**config.mk**
```make
export PLATFORM = sky130hd
export DESIGN_NAME = uart_tx_arbiter_flat
export DESIGN_NICKNAME = d
export VERILOG_FILES = /design/src/rtl/uart_tx_arbiter_if.sv /design/src/rtl/uart_tx_arbiter.sv /design/src/flat_wrapper.sv
export SDC_FILE = /design/constraint.sdc
export NUM_CORES = 1
export LEC_CHECK = 0
export BUFFER_PORTS_ARGS = -buffer_cell sky130_fd_sc_hd__buf_2
export CAP_MARGIN = 20
export CORE_ASPECT_RATIO = 0.75
export CORE_MARGIN = 2
export CORE_UTILIZATION = 36
export CTS_BUF_LIST = sky130_fd_sc_hd__clkbuf_16
export DETAILED_ROUTE_END_ITERATION = 8
export SYNTH_ARGS = -nofsm -noshare
export SYNTH_HDL_FRONTEND = slang
export SYNTH_SLANG_ARGS = --single-unit
```
**constraint.sdc**
```tcl
create_clock -name clk -period 2.2 [get_ports clk]
set_input_delay 0.22 -clock clk [delete_from_list [all_inputs] [get_ports clk]]
set_output_delay 0.22 -clock clk [all_outputs]
set_load 0.01 [all_outputs]
```
**src/rtl/uart_tx_arbiter_if.sv**
```systemverilog
// Requester/transmitter bundle for uart_tx_arbiter.
//   req_valid/req_data/req_ready : per-requester byte handshake
//   tx_data/tx_request           : drive the shared uart_tx instance
//   busy/grant_id/frame_done     : frame ownership status
// slave modport is the arbiter side; master modport is the producer/observer side.
interface uart_tx_arbiter_if #(
  parameter int unsigned NUM_REQ   = 4,
  parameter int unsigned DATA_BITS = 8
);
  localparam int unsigned ID_W = $clog2(NUM_REQ);

  logic [NUM_REQ-1:0]           req_valid;
  logic [NUM_REQ*DATA_BITS-1:0] req_data;
  logic [NUM_REQ-1:0]           req_ready;
  logic [DATA_BITS-1:0]         tx_data;
  logic                         tx_request;
  logic                         busy;
  logic [ID_W-1:0]              grant_id;
  logic                         frame_done;

  modport slave (
    input  req_valid, req_data,
    output req_ready, tx_data, tx_request, busy, grant_id, frame_done
  );

  modport master (
    output req_valid, req_data,
    input  req_ready, tx_data, tx_request, busy, grant_id, frame_done
  );
endinterface

```
**src/rtl/uart_tx_arbiter.sv**
```systemverilog
// Round-robin arbiter sharing one uart_tx between NUM_REQ byte sources.
// The transmitter has no busy/done output, so each frame is timed here:
// tx_request is held for one baud period (one sample by the free-running
// baud tick), then the window runs out the start/data/stop bits.
// Ports:
//   clk, reset_n : clock, asynchronous active-low reset
//   enable       : gates new grants only; an in-flight frame completes
//   bus          : uart_tx_arbiter_if.slave (handshake + transmitter drive)
module uart_tx_arbiter #(
  parameter int unsigned CLK_FREQUENCY = 100_000_000,
  parameter int unsigned BAUD_RATE     = 115200,
  parameter int unsigned DATA_BITS     = 8,
  parameter int unsigned NUM_REQ       = 4
) (
  input  logic              clk,
  input  logic              reset_n,
  input  logic              enable,
  uart_tx_arbiter_if.slave  bus
);

  localparam int unsigned BAUD_DIV = CLK_FREQUENCY / BAUD_RATE;
  localparam int unsigned HOLD_LEN = BAUD_DIV;
  localparam int unsigned WIN_LEN  = (DATA_BITS + 4) * BAUD_DIV;
  localparam int unsigned CNT_W    = (WIN_LEN > 1) ? $clog2(WIN_LEN) : 1;
  localparam int unsigned ID_W     = $clog2(NUM_REQ);

  typedef enum logic [1:0] {IDLE, HOLD, WAIT} state_e;

  state_e               state_q, state_d;
  logic [CNT_W-1:0]     cnt_q, cnt_d;
  logic [ID_W-1:0]      ptr_q, ptr_d;
  logic [ID_W-1:0]      grant_q, grant_d;
  logic [DATA_BITS-1:0] tx_data_q, tx_data_d;
  logic                 tx_req_q, tx_req_d;
  logic                 busy_q, busy_d;
  logic                 fd_q, fd_d;
  logic [NUM_REQ-1:0]   ready_c;

  logic                 win_found;
  logic [ID_W-1:0]      win_idx;
  logic [ID_W-1:0]      cand;

  // Round-robin search: first valid index after the pointer, modulo NUM_REQ.
  always_comb begin
    win_found = 1'b0;
    win_idx   = '0;
    cand      = '0;
    for (int unsigned k = 1; k <= NUM_REQ; k++) begin
      cand = ID_W'((32'(ptr_q) + k) % NUM_REQ);
      if (!win_found && bus.req_valid[cand]) begin
        win_found = 1'b1;
        win_idx   = cand;
      end
    end
  end

  // Next-state and registered-output logic.
  always_comb begin
    state_d   = state_q;
    cnt_d     = cnt_q;
    ptr_d     = ptr_q;
    grant_d   = grant_q;
    tx_data_d = tx_data_q;
    tx_req_d  = tx_req_q;
    busy_d    = busy_q;
    fd_d      = 1'b0;
    ready_c   = '0;
    case (state_q)
      IDLE: begin
        // reset_n gates ready so the combinational accept is silent while in reset.
        if (reset_n && enable && win_found) begin
          ready_c[win_idx] = 1'b1;
          tx_data_d        = bus.req_data[32'(win_idx) * DATA_BITS +: DATA_BITS];
          grant_d          = win_idx;
          ptr_d            = win_idx;
          tx_req_d         = 1'b1;
          busy_d           = 1'b1;
          cnt_d            = '0;
          state_d          = HOLD;
        end
      end
      HOLD: begin
        cnt_d = cnt_q + CNT_W'(1);
        if (cnt_q == CNT_W'(HOLD_LEN - 1)) begin
          tx_req_d = 1'b0;
          state_d  = WAIT;
        end
      end
      WAIT: begin
        // tx_data stays put: the transmitter latches it a baud tick after the request.
        cnt_d = cnt_q + CNT_W'(1);
        if (cnt_q == CNT_W'(WIN_LEN - 1)) begin
          busy_d  = 1'b0;
          fd_d    = 1'b1;
          state_d = IDLE;
        end
      end
      default: state_d = IDLE;
    endcase
  end

  // State and output registers; RR pointer resets to the last index so requester 0 leads.
  always_ff @(posedge clk or negedge reset_n) begin
    if (!reset_n) begin
      state_q   <= IDLE;
      cnt_q     <= '0;
      ptr_q     <= ID_W'(NUM_REQ - 1);
      grant_q   <= '0;
      tx_data_q <= '0;
      tx_req_q  <= 1'b0;
      busy_q    <= 1'b0;
      fd_q      <= 1'b0;
    end else begin
      state_q   <= state_d;
      cnt_q     <= cnt_d;
      ptr_q     <= ptr_d;
      grant_q   <= grant_d;
      tx_data_q <= tx_data_d;
      tx_req_q  <= tx_req_d;
      busy_q    <= busy_d;
      fd_q      <= fd_d;
    end
  end

  assign bus.req_ready  = ready_c;
  assign bus.tx_data    = tx_data_q;
  assign bus.tx_request = tx_req_q;
  assign bus.busy       = busy_q;
  assign bus.grant_id   = grant_q;
  assign bus.frame_done = fd_q;

endmodule

```
**src/flat_wrapper.sv**
```systemverilog
// flat-port wrapper written by rule: the top's interface ports become plain ports
module uart_tx_arbiter_flat 
#(
  parameter int unsigned CLK_FREQUENCY = 100_000_000,
  parameter int unsigned BAUD_RATE     = 115200,
  parameter int unsigned DATA_BITS     = 8,
  parameter int unsigned NUM_REQ       = 4
)
  (clk, reset_n, enable, bus_req_valid, bus_req_data, bus_req_ready, bus_tx_data, bus_tx_request, bus_busy, bus_grant_id, bus_frame_done);
  uart_tx_arbiter_if #(.NUM_REQ(NUM_REQ), .DATA_BITS(DATA_BITS)) bus_i ();
  input  logic clk;
  input  logic reset_n;
  input  logic enable;
  input wire logic [$bits(bus_i.req_valid)-1:0] bus_req_valid;
  input wire logic [$bits(bus_i.req_data)-1:0] bus_req_data;
  output wire logic [$bits(bus_i.req_ready)-1:0] bus_req_ready;
  output wire logic [$bits(bus_i.tx_data)-1:0] bus_tx_data;
  output wire logic [$bits(bus_i.tx_request)-1:0] bus_tx_request;
  output wire logic [$bits(bus_i.busy)-1:0] bus_busy;
  output wire logic [$bits(bus_i.grant_id)-1:0] bus_grant_id;
  output wire logic [$bits(bus_i.frame_done)-1:0] bus_frame_done;
  assign bus_i.req_valid = bus_req_valid;
  assign bus_i.req_data = bus_req_data;
  assign bus_req_ready = bus_i.req_ready;
  assign bus_tx_data = bus_i.tx_data;
  assign bus_tx_request = bus_i.tx_request;
  assign bus_busy = bus_i.busy;
  assign bus_grant_id = bus_i.grant_id;
  assign bus_frame_done = bus_i.frame_done;
  uart_tx_arbiter #(.CLK_FREQUENCY(CLK_FREQUENCY), .BAUD_RATE(BAUD_RATE), .DATA_BITS(DATA_BITS), .NUM_REQ(NUM_REQ)) u_core (.clk(clk), .reset_n(reset_n), .enable(enable), .bus(bus_i));
endmodule
```
==> results of run 1 <==
==> logic make-up (layout without fill, tap and decap cells) <==
kind of cell / Yosys count / in the layout / share of synthesized area
simple gates: 102 / 102 / 0.271
compound gates: 54 / 54 / 0.202
flops: 31 / 31 / 0.390
buf+inv: 19 / 88 / 0.0413
mux: 10 / 10 / 0.0508
fa+ha+maj: 5 / 5 / 0.0313
xor+xnor: 3 / 3 / 0.0132
==> what timing repair did <==
action,in CTS,in global routing
resized for setup,1,7
setup buffers,0,3
endpoints found under the setup margin,1,5
cloned,0,0
pin swaps,0,2
==> state kept, by name (all words and copies together), names as in the netlist <==
name	count
u_core.bus.busy	1
u_core.state_q	2
u_core.bus.tx_request	1
u_core.cnt_q	14
u_core.bus.grant_id	2
u_core.bus.tx_data	8
u_core.ptr_q	2
u_core.bus.frame_done	1
==> metrics by stage <==
step | cells | TNS [ns]
after detailed placement | 357 | 0
after CTS | 365 | 0
final | 368 | 0
after global routing | 368 | -0.0300
after floorplan | 224 | 0
after global placement | 357 | 0
==> cell type report <==
class / count / area, um2
Clock buffer: 5 / 125
Clock inverter: 3 / 11.3
Fill cell: 538 / 2730
Inverter: 11 / 41.3
Multi-Input combinational cell: 174 / 1190
Sequential cell: 31 / 778
Tap cell: 75 / 93.8
Timing Repair Buffer: 69 / 380
==> Yosys cell counts (2+ instances only) <==
library cell  instances  area share
inv_1                10       0.019
a21oi_1               7       0.018
o21ai_1               2      0.0050
mux2i_1               9       0.045
nor3b_1               9       0.034
a21oi_2               2      0.0088
xnor2_1               3       0.013
nor2_1               30       0.056
or4_1                 2      0.0075
o31ai_1               2      0.0075
buf_2                 3      0.0075
a211oi_1             17       0.064
or3_1                 2      0.0063
nand4b_1              2      0.0088
a311oi_1              3       0.013
clkbuf_1              3      0.0056
dfstp_2               2       0.026
nor3_1               12       0.030
o22ai_1               3      0.0094
nor4_1                2      0.0063
nand2b_1              5       0.016
nand4_1               7       0.022
dfrtp_1              29        0.36
buf_4                 2      0.0075
a22o_1                2      0.0088
nand2_1              19       0.036
ha_1                  5       0.031
o21ai_0               6       0.015
and2_2                2      0.0075
nand3_1               2      0.0050
==> worst reg2reg max path: cells and delay by family, from the launching register on <==
kind | cells | cell delay, ns
muxes | 1 | 0.32
DFF | 1 | 0.45
and+or+nand+nor | 1 | 0.59
AOI/OAI and AO/OA | 3 | 0.62
==> power groups by stage <==
| stage | Clock (W) | Sequential, W | Combinational (W) |
|---|---|---|---|
| CTS | 0.000657 | 0.000844 | 0.00126 |
| global placement | 0 | 0.000845 | 0.00123 |
| floorplan | 0 | 0.000889 | 0.000766 |
| global route | 0.000696 | 0.000879 | 0.00145 |
| finish | 0.000642 | 0.000855 | 0.00132 |
| detailed placement | 0 | 0.000851 | 0.00124 |
==> per-layer routing <==
metal  up-vias  wire [um]
met5         -          0
met4         0        119
met3         8        270
met2        47       2410
met1       902       2800
li1        971          -
==> path summary, 6_finish.rpt <==
kind,start,end,slack (ns),depth (start not counted)
worst max-delay path,u_core.ptr_q[1]$_DFFE_PN1P_,bus_req_ready[0],0.06,5
worst min-delay path,reset_n,u_core.bus.grant_id[1]$_DFFE_PN0P_,-0.002,2
worst max register to register,u_core.cnt_q[7]$_DFFE_PN0P_,u_core.state_q[1]$_DFFE_PN0P_,0.10,5
worst min register to register,u_core.bus.grant_id[1]$_DFFE_PN0P_,u_core.bus.grant_id[1]$_DFFE_PN0P_,0.50,2
max in group asynchronous,reset_n,u_core.ptr_q[0]$_DFFE_PN1P_,1.87,2
min in group clk,bus_req_data[9],u_core.bus.tx_data[1]$_DFFE_PN0P_,0.28,3
==> results.yml, run 1 <==
outcome:
  outcome: "finished, violations left"
  violations: "negative hold slack"
worst_setup_path:
  endpoint_kind: "output port"
  cp-start-kind: "flop"
  path_max_fanout: 10
  critical_path_class: "flop to output port"
  worstPathCellList: "mux2i_4 > o22ai_4 > or2_4 > nor3_2 > buf_2"
  crit_family: "flip-flops"
  worst_path_max_delay_cell: "dfstp_2"
  cp_data_arrival_time_ns: 1.92
  slowest_delay_ns: 0.62
  cp_num_buf_inv: 1
  required_ns: 1.98
timing:
  tightestPinTransition_ns: 0.637
  finalCritPeriodShare: 0.971
  fin_worst_skew_ns: 0.00316
  slew_headroom: 0.571
  max_freq_ghz: 0.468
  fin_crit_ns: 2.14
  holdWs_ns: -0.00194
  drv_slew: 0
  setup_slack_ns: 0.0638
  finalSetupViolations: 0
  hold_violations: 12
clock_tree:
  cts-buffers-inserted: 5
  clock-sinks: 31
  cts-htree-levels: 2
  clockBufferDepth: 2
  postCtsHoldBufs: 0
  clk_pin_slew_worst_paths_ns: 0.05
  cts_tree: "built"
  clk_latency_ns: 0.27
  clockRootBuffer: "clkbuf_16"
power:
  seqPwrFrac: 0.304
  ir_worst_vdd_mv: 0.378
  p_sw_frac: 0.400
  p_leak_nw: 1.16
  report.power.total_w: 0.00281
  p_per_area_nw_per_um2: 1070
  power.share.combinational: 0.468
  p_sw_w: 0.00113
  power_frac_clock: 0.228
  power.internal_w: 0.00169
route:
  antenna_left: 0
  drtIter0Drc: 95
  num_vias: 1928
  avgRoutedWirePerCell_um: 15.2
  wl_um: 5590
  viasPerCell: 5.24
  drtPass1Iterations: 4
  drc: 0
grt:
  gr-total-overflow: 0
  grt_pass1_wl_um: 8840
  busiest_layer: "met1"
  grt_pass1_vias: 1722
  grt_max_degree: 33
  grt_antenna_before_repair: 0
  grt.total_usage: 0.186
  grt_util_met2: 0.250
  use_met1: 0.280
  use_met3: 0.0380
place:
  finalWeightedCongestion: 0.810
  place_area_um2: 2410
  dp_hpwl_um: 4150
  place_ws_ns: 0.109
  io_buffer_count: 55
finish:
  diodes: 0
  drive_gt1_frac: 0.321
  stdcell_area_um2: 2620
  final_common_cell: "buf_2"
  layout.nets: 336
  synthToLayoutAreaGrowth_pct: 31.1
  final_cell_mix: "buf_2, nor2_1, dfrtp_1"
  final_util: 0.489
yosys:
  synthFlopType: "dfrtp_1"
  ys_types: 50
  synth_area_um2: 2000
  synth-seq-cells: 31
  synth_edf_count: 0
  netlist_instances: 224
  synth_fp_nets: 268
  ys_async_sr_fraction: 1.00
  synth_seq_area_share: 0.390
  yosysWarnings: 0
  synth_area_per_cell_um2: 8.91
floorplan:
  die_w_um: 90
  die_h_um: 68.5
  io_pins: 56
  die_area_um2: 6170
  rows: 23
  initial_utilization: 0.373
  coreArea_um2: 5350
hold_path:
  hold_class: "primary input to async pin"
job:
  drv_cap: 0
Note: power is estimated with default switching activity, not from simulation.
==> inputs of run 2 (changes only) <==
--- a/config.mk
+++ b/config.mk
@@ -12,6 +12,7 @@
 export CORE_UTILIZATION = 36
 export CTS_BUF_LIST = sky130_fd_sc_hd__clkbuf_16
 export DETAILED_ROUTE_END_ITERATION = 8
+export GPL_ROUTABILITY_DRIVEN = 0
 export SYNTH_ARGS = -nofsm -noshare
 export SYNTH_HDL_FRONTEND = slang
 export SYNTH_SLANG_ARGS = --single-unit
==> constraint.sdc (replaced) <==
create_clock -name clk -period 2.5 [get_ports clk]
set_input_delay 0.25 -clock clk [delete_from_list [all_inputs] [get_ports clk]]
set_output_delay 0.25 -clock clk [all_outputs]
set_load 0.01 [all_outputs]
==> run 2 against run 1 <==
The run now ends clean. Worst hold slack improved by 0.028 ns. Flip-flop and latch count did not move. Non-clock buffer count fell by 7. Register-to-register slack improved by 0.28 ns. Critical path type unchanged. Largest power group unchanged.
==> results.yml, run 2 (same netlist as run 1, synthesis figures left out) <==
outcome:
  outcome: "complete, no violations"
finish:
  final_common_cell: "buf_2"
  layout.nets: 329
  drive_gt1_frac: 0.301
  diodes: 0
  final_util: 0.471
  top_register: "u_core.cnt_q"
  synthToLayoutAreaGrowth_pct: 26.3
  final_cell_mix: "buf_2, nor2_1, dfrtp_1"
  largest_reg_flops: 14
power:
  ir_worst_vdd_mv: 0.401
  p_per_area_nw_per_um2: 948
  p_leak_nw: 1.12
grt:
  grt_pass1_vias: 1643
  gr-total-overflow: 0
  grt_antenna_before_repair: 0
  grt_pass1_wl_um: 8350
  grt_max_degree: 33
  grt.total_usage: 0.175
route:
  wl_um: 5290
  avgRoutedWirePerCell_um: 14.7
  num_vias: 1890
  drtIter0Drc: 95
  drc: 0
  viasPerCell: 5.24
  drtPass1Iterations: 4
  antenna_left: 0
clock_tree:
  clk_pin_slew_worst_paths_ns: 0.05
  clockRootBuffer: "clkbuf_16"
  cts_tree: "built"
  postCtsHoldBufs: 0
  clk_latency_ns: 0.28
  cts-buffers-inserted: 5
  clockBufferDepth: 2
  post-cts-setup-buffers: 0
  cts_resized: 0
  clock-sinks: 31
  cts-htree-levels: 2
job:
  drv_cap: 0
timing:
  fin_worst_skew_ns: 0.00201
  slew_headroom: 0.583
  rsz0062_at_grt: "no"
  max_freq_ghz: 0.432
  fin_crit_ns: 2.32
  tightestPinTransition_ns: 0.620
  setup_tns_ns: 0
  drv_slew: 0
  finalCritPeriodShare: 0.927
  finalSetupViolations: 0
  hold_violations: 0
floorplan:
  die_area_um2: 6170
  coreArea_um2: 5350
  rows: 23
  initial_utilization: 0.373
  io_pins: 56
  die_h_um: 68.5
  die_w_um: 90
worst_setup_path:
  cp-start-kind: "flop"
  crit_path_start: "u_core.ptr_q[1]$_DFFE_PN1P_"
  endpoint_kind: "output port"
  cp_data_arrival_time_ns: 2.07
  critical_path_class: "flop to output port"
  required_ns: 2.25
  worst_r2r_startpoint: "u_core.cnt_q[7]$_DFFE_PN0P_"
  path_max_fanout: 10
place:
  dp_hpwl_um: 4020
  io_buffer_count: 55
hold_path:
  hold_class: "primary input to async pin"
-- run 2: critical path, cell delays in order, from the launching register on --
cell and delay (ns):
dfstp_2 0.59, mux2i_1 0.24, o22ai_2 0.19, or2_1 0.38, nor3_1 0.23, buf_2 0.16
-- run 2: worst paths after layout --
| check | endpoint | slack [ns] | cells after the start |
|---|---|---|---|
| max reg2reg | u_core.state_q[1]$_DFFE_PN0P_ | 0.38 | 5 |
| min in group clk | u_core.bus.tx_data[4]$_DFFE_PN0P_ | 0.31 | 3 |
| min reg2reg | u_core.bus.grant_id[1]$_DFFE_PN0P_ | 0.48 | 2 |
| min | u_core.cnt_q[0]$_DFFE_PN0P_ | 0.03 | 2 |
| max | bus_req_ready[0] | 0.18 | 5 |
| max in group asynchronous | u_core.ptr_q[0]$_DFFE_PN1P_ | 2.13 | 2 |
-- run 2: metrics by stage --
stage	setup slack, ns	hold WS, ns	instance area, um2	total power [W]	cells
6_report	0.183	0.0263	2520	0.00239	361
2_1_floorplan	0.539	-0.0456	2000	0.00146	224
4_1_cts	0.178	0.0481	2520	0.00241	361
3_3_place_gp	0.483	0.335	2380	0.00179	353
3_5_place_dp	0.392	0.343	2380	0.00181	353
5_1_grt	0.0421	0.0725	2520	0.00258	361
-- run 2: layout make-up --
class                      count  area, um2
clock buffer                   5        125
clock inverter                 3       15.0
fill                         553       2830
inverter                      11       41.3
multi-input combinational    174       1140
sequential                    31        778
tap                           75       93.8
timing repair buffer          62        328
-- run 2: report_power, final --
part	switching, W	internal (W)
clock	0.000219	0.000362
sequential	0.0000985	0.000650
combinational	0.000638	0.000423
-- run 2: layer usage --
metal | track usage | vias up | share of wire
li1 | - | 952 | -
met1 | 0.266 | 892 | 0.51
met2 | 0.242 | 38 | 0.44
met3 | 0.0380 | 8 | 0.041
met4 | 0.0654 | 0 | 0.013
met5 | 0 | - | 0
==> inputs of run 3 (changes only) <==
--- a/config.mk
+++ b/config.mk
@@ -5,7 +5,7 @@
 export SDC_FILE = /design/constraint.sdc
 export NUM_CORES = 1
 export LEC_CHECK = 0
-export BUFFER_PORTS_ARGS = -buffer_cell sky130_fd_sc_hd__buf_2
+export BUFFER_PORTS_ARGS = -buffer_cell sky130_fd_sc_hd__clkbuf_2
 export CAP_MARGIN = 20
 export CORE_ASPECT_RATIO = 0.75
 export CORE_MARGIN = 2
==> run 3 against run 2 <==
Count of clock-buffer cells in the layout did not move. Critical endpoint unchanged. Global-route usage fell by 0.59 points. Worst hold slack lost 0.0042 ns. Setup slack better by 0.025 ns. Non-clock buffer count did not move. Sequential power increased by 0.5%. Die area unchanged. Sequential share of layout area barely moved. Largest cell class unchanged.
==> results.yml, run 3 (same netlist as run 1, synthesis figures left out) <==
clock_tree:
  clock-sinks: 31
  cts-buffers-inserted: 5
  clockBufferDepth: 2
  cts_resized: 0
  post-cts-setup-buffers: 0
  postCtsHoldBufs: 0
  cts_tree: "built"
  clockRootBuffer: "clkbuf_16"
  cts-htree-levels: 2
  clk_latency_ns: 0.27
  clk_pin_slew_worst_paths_ns: 0.05
worst_setup_path:
  endpoint_kind: "output port"
  worst_r2r_startpoint: "u_core.cnt_q[7]$_DFFE_PN0P_"
  cp_num_buf_inv: 1
  slowest_delay_ns: 0.58
  path_max_fanout: 10
  worst_path_max_delay_cell: "dfstp_2"
  crit_family: "simple AND/OR/NAND/NOR gates"
  cp-start-kind: "flop"
  critical_path_class: "flop to output port"
  cp_data_arrival_time_ns: 2.04
  crit_path_start: "u_core.ptr_q[1]$_DFFE_PN1P_"
  required_ns: 2.25
  worstPathCellList: "mux2i_1 > o22ai_2 > or2_1 > nor3_1 > clkbuf_2"
timing:
  setup_tns_ns: 0
  finalCritPeriodShare: 0.917
  drv_slew: 0
  slew_headroom: 0.574
  fin_crit_ns: 2.29
  hold_violations: 0
  finalSetupViolations: 0
  tightestPinTransition_ns: 0.634
  fin_worst_skew_ns: 0.00352
  rsz0062_at_grt: "no"
  max_freq_ghz: 0.436
  setup_slack_ns: 0.207
power:
  ir_worst_vdd_mv: 0.343
  power_frac_clock: 0.237
  p_leak_nw: 1.13
  p_per_area_nw_per_um2: 938
  p_sw_frac: 0.396
  power.internal_w: 0.00143
  power.share.combinational: 0.444
  seqPwrFrac: 0.319
  p_sw_w: 0.000935
finish:
  multi_input_area_um2: 1140
  final_common_cell: "clkbuf_2"
  seq_area_um2: 778
  drive_gt1_frac: 0.290
  largest_reg_flops: 14
  top_register: "u_core.cnt_q"
  diodes: 0
  n_fill_cell: 561
  final_cell_mix: "clkbuf_2, nor2_1, dfrtp_1"
  layout.nets: 329
  synthToLayoutAreaGrowth_pct: 26.1
floorplan:
  coreArea_um2: 5350
  die_area_um2: 6170
  io_pins: 56
  initial_utilization: 0.373
  rows: 23
  die_w_um: 90
  die_h_um: 68.5
place:
  io_buffer_count: 55
  place_ws_ns: 0.426
  dp_hpwl_um: 4010
route:
  drtIter0Drc: 98
  antenna_left: 0
  top_layer: "met4"
  dr_wl_met3_um: 187
  drtPass1Iterations: 4
  wl_um: 5150
  wl_met1_um: 2630
  num_vias: 1869
  wl_met2_um: 2290
  drc: 0
  avgRoutedWirePerCell_um: 14.3
  viasPerCell: 5.18
grt:
  grt_pass1_wl_um: 8130
  grt_max_degree: 33
  grt.total_usage: 0.169
  grt_antenna_before_repair: 0
  gr-total-overflow: 0
  grt_pass1_vias: 1683
job:
  drv_cap: 0
hold_path:
  hold_class: "primary input to async pin"
outcome:
  outcome: "complete, no violations"
-- run 3: cell types whose count changed in the layout (fill, tap and decap cells not counted), sizes merged --
cell,delta
inv,+1
buf,-55
clkbuf,+55
clkinv,-1
-- run 3: area by class of cell --
cell class / count / area share
clock buffer: 5 / 0.0497
inverter: 11 / 0.0164
timing repair buffer: 62 / 0.130
multi-input combinational: 174 / 0.453
clock inverter: 3 / 0.00447
tap: 75 / 0.0373
sequential: 31 / 0.309
-- run 3: path summary, 6_finish.rpt --
path	end	slack, ns	cells past startpoint
max	bus_req_ready[0]	0.21	5
min	u_core.cnt_q[0]$_DFFE_PN0P_	0.02	2
max reg2reg	u_core.state_q[1]$_DFFE_PN0P_	0.43	5
min reg2reg	u_core.bus.tx_request$_DFFE_PN0P_	0.51	2
max in group asynchronous	u_core.ptr_q[0]$_DFFE_PN1P_	2.15	2
min in group clk	u_core.bus.tx_data[6]$_DFFE_PN0P_	0.31	3
-- run 3: metal layers --
layer	vias up	GRT usage
li1	954	-
met1	882	0.248
met2	31	0.242
met3	2	0.0380
met4	0	0.0692
met5	-	0
-- run 3: worst reg2reg max path, stage by stage, from the launching register on --
cell and delay, ns:
dfrtp_1 0.45, or4_1 0.56, o41ai_2 0.37, o21ai_2 0.13, a21oi_2 0.12, mux2_1 0.32
-- run 3: power groups by stage --
stage               clock [W]  sequential [W]  combinational, W
global route         0.000602        0.000774           0.00118
floorplan                   0        0.000782          0.000674
global placement            0        0.000753           0.00104
detailed placement          0        0.000761           0.00105
CTS                  0.000580        0.000754           0.00106
finish               0.000561        0.000753           0.00105
-- run 3: through the flow --
| stage | instances | hold slack, ns | utilization | area [um2] | total power [W] |
|---|---|---|---|---|---|
| CTS | 361 | 0.0487 | 0.471 | 2520 | 0.00239 |
| detailed placement | 353 | 0.345 | 0.445 | 2380 | 0.00182 |
| finish | 361 | 0.0221 | 0.471 | 2520 | 0.00236 |
| global placement | 353 | 0.341 | 0.445 | 2380 | 0.00180 |
| global route | 361 | 0.0713 | 0.471 | 2520 | 0.00255 |
| floorplan | 224 | -0.0456 | - | 2000 | 0.00146 |
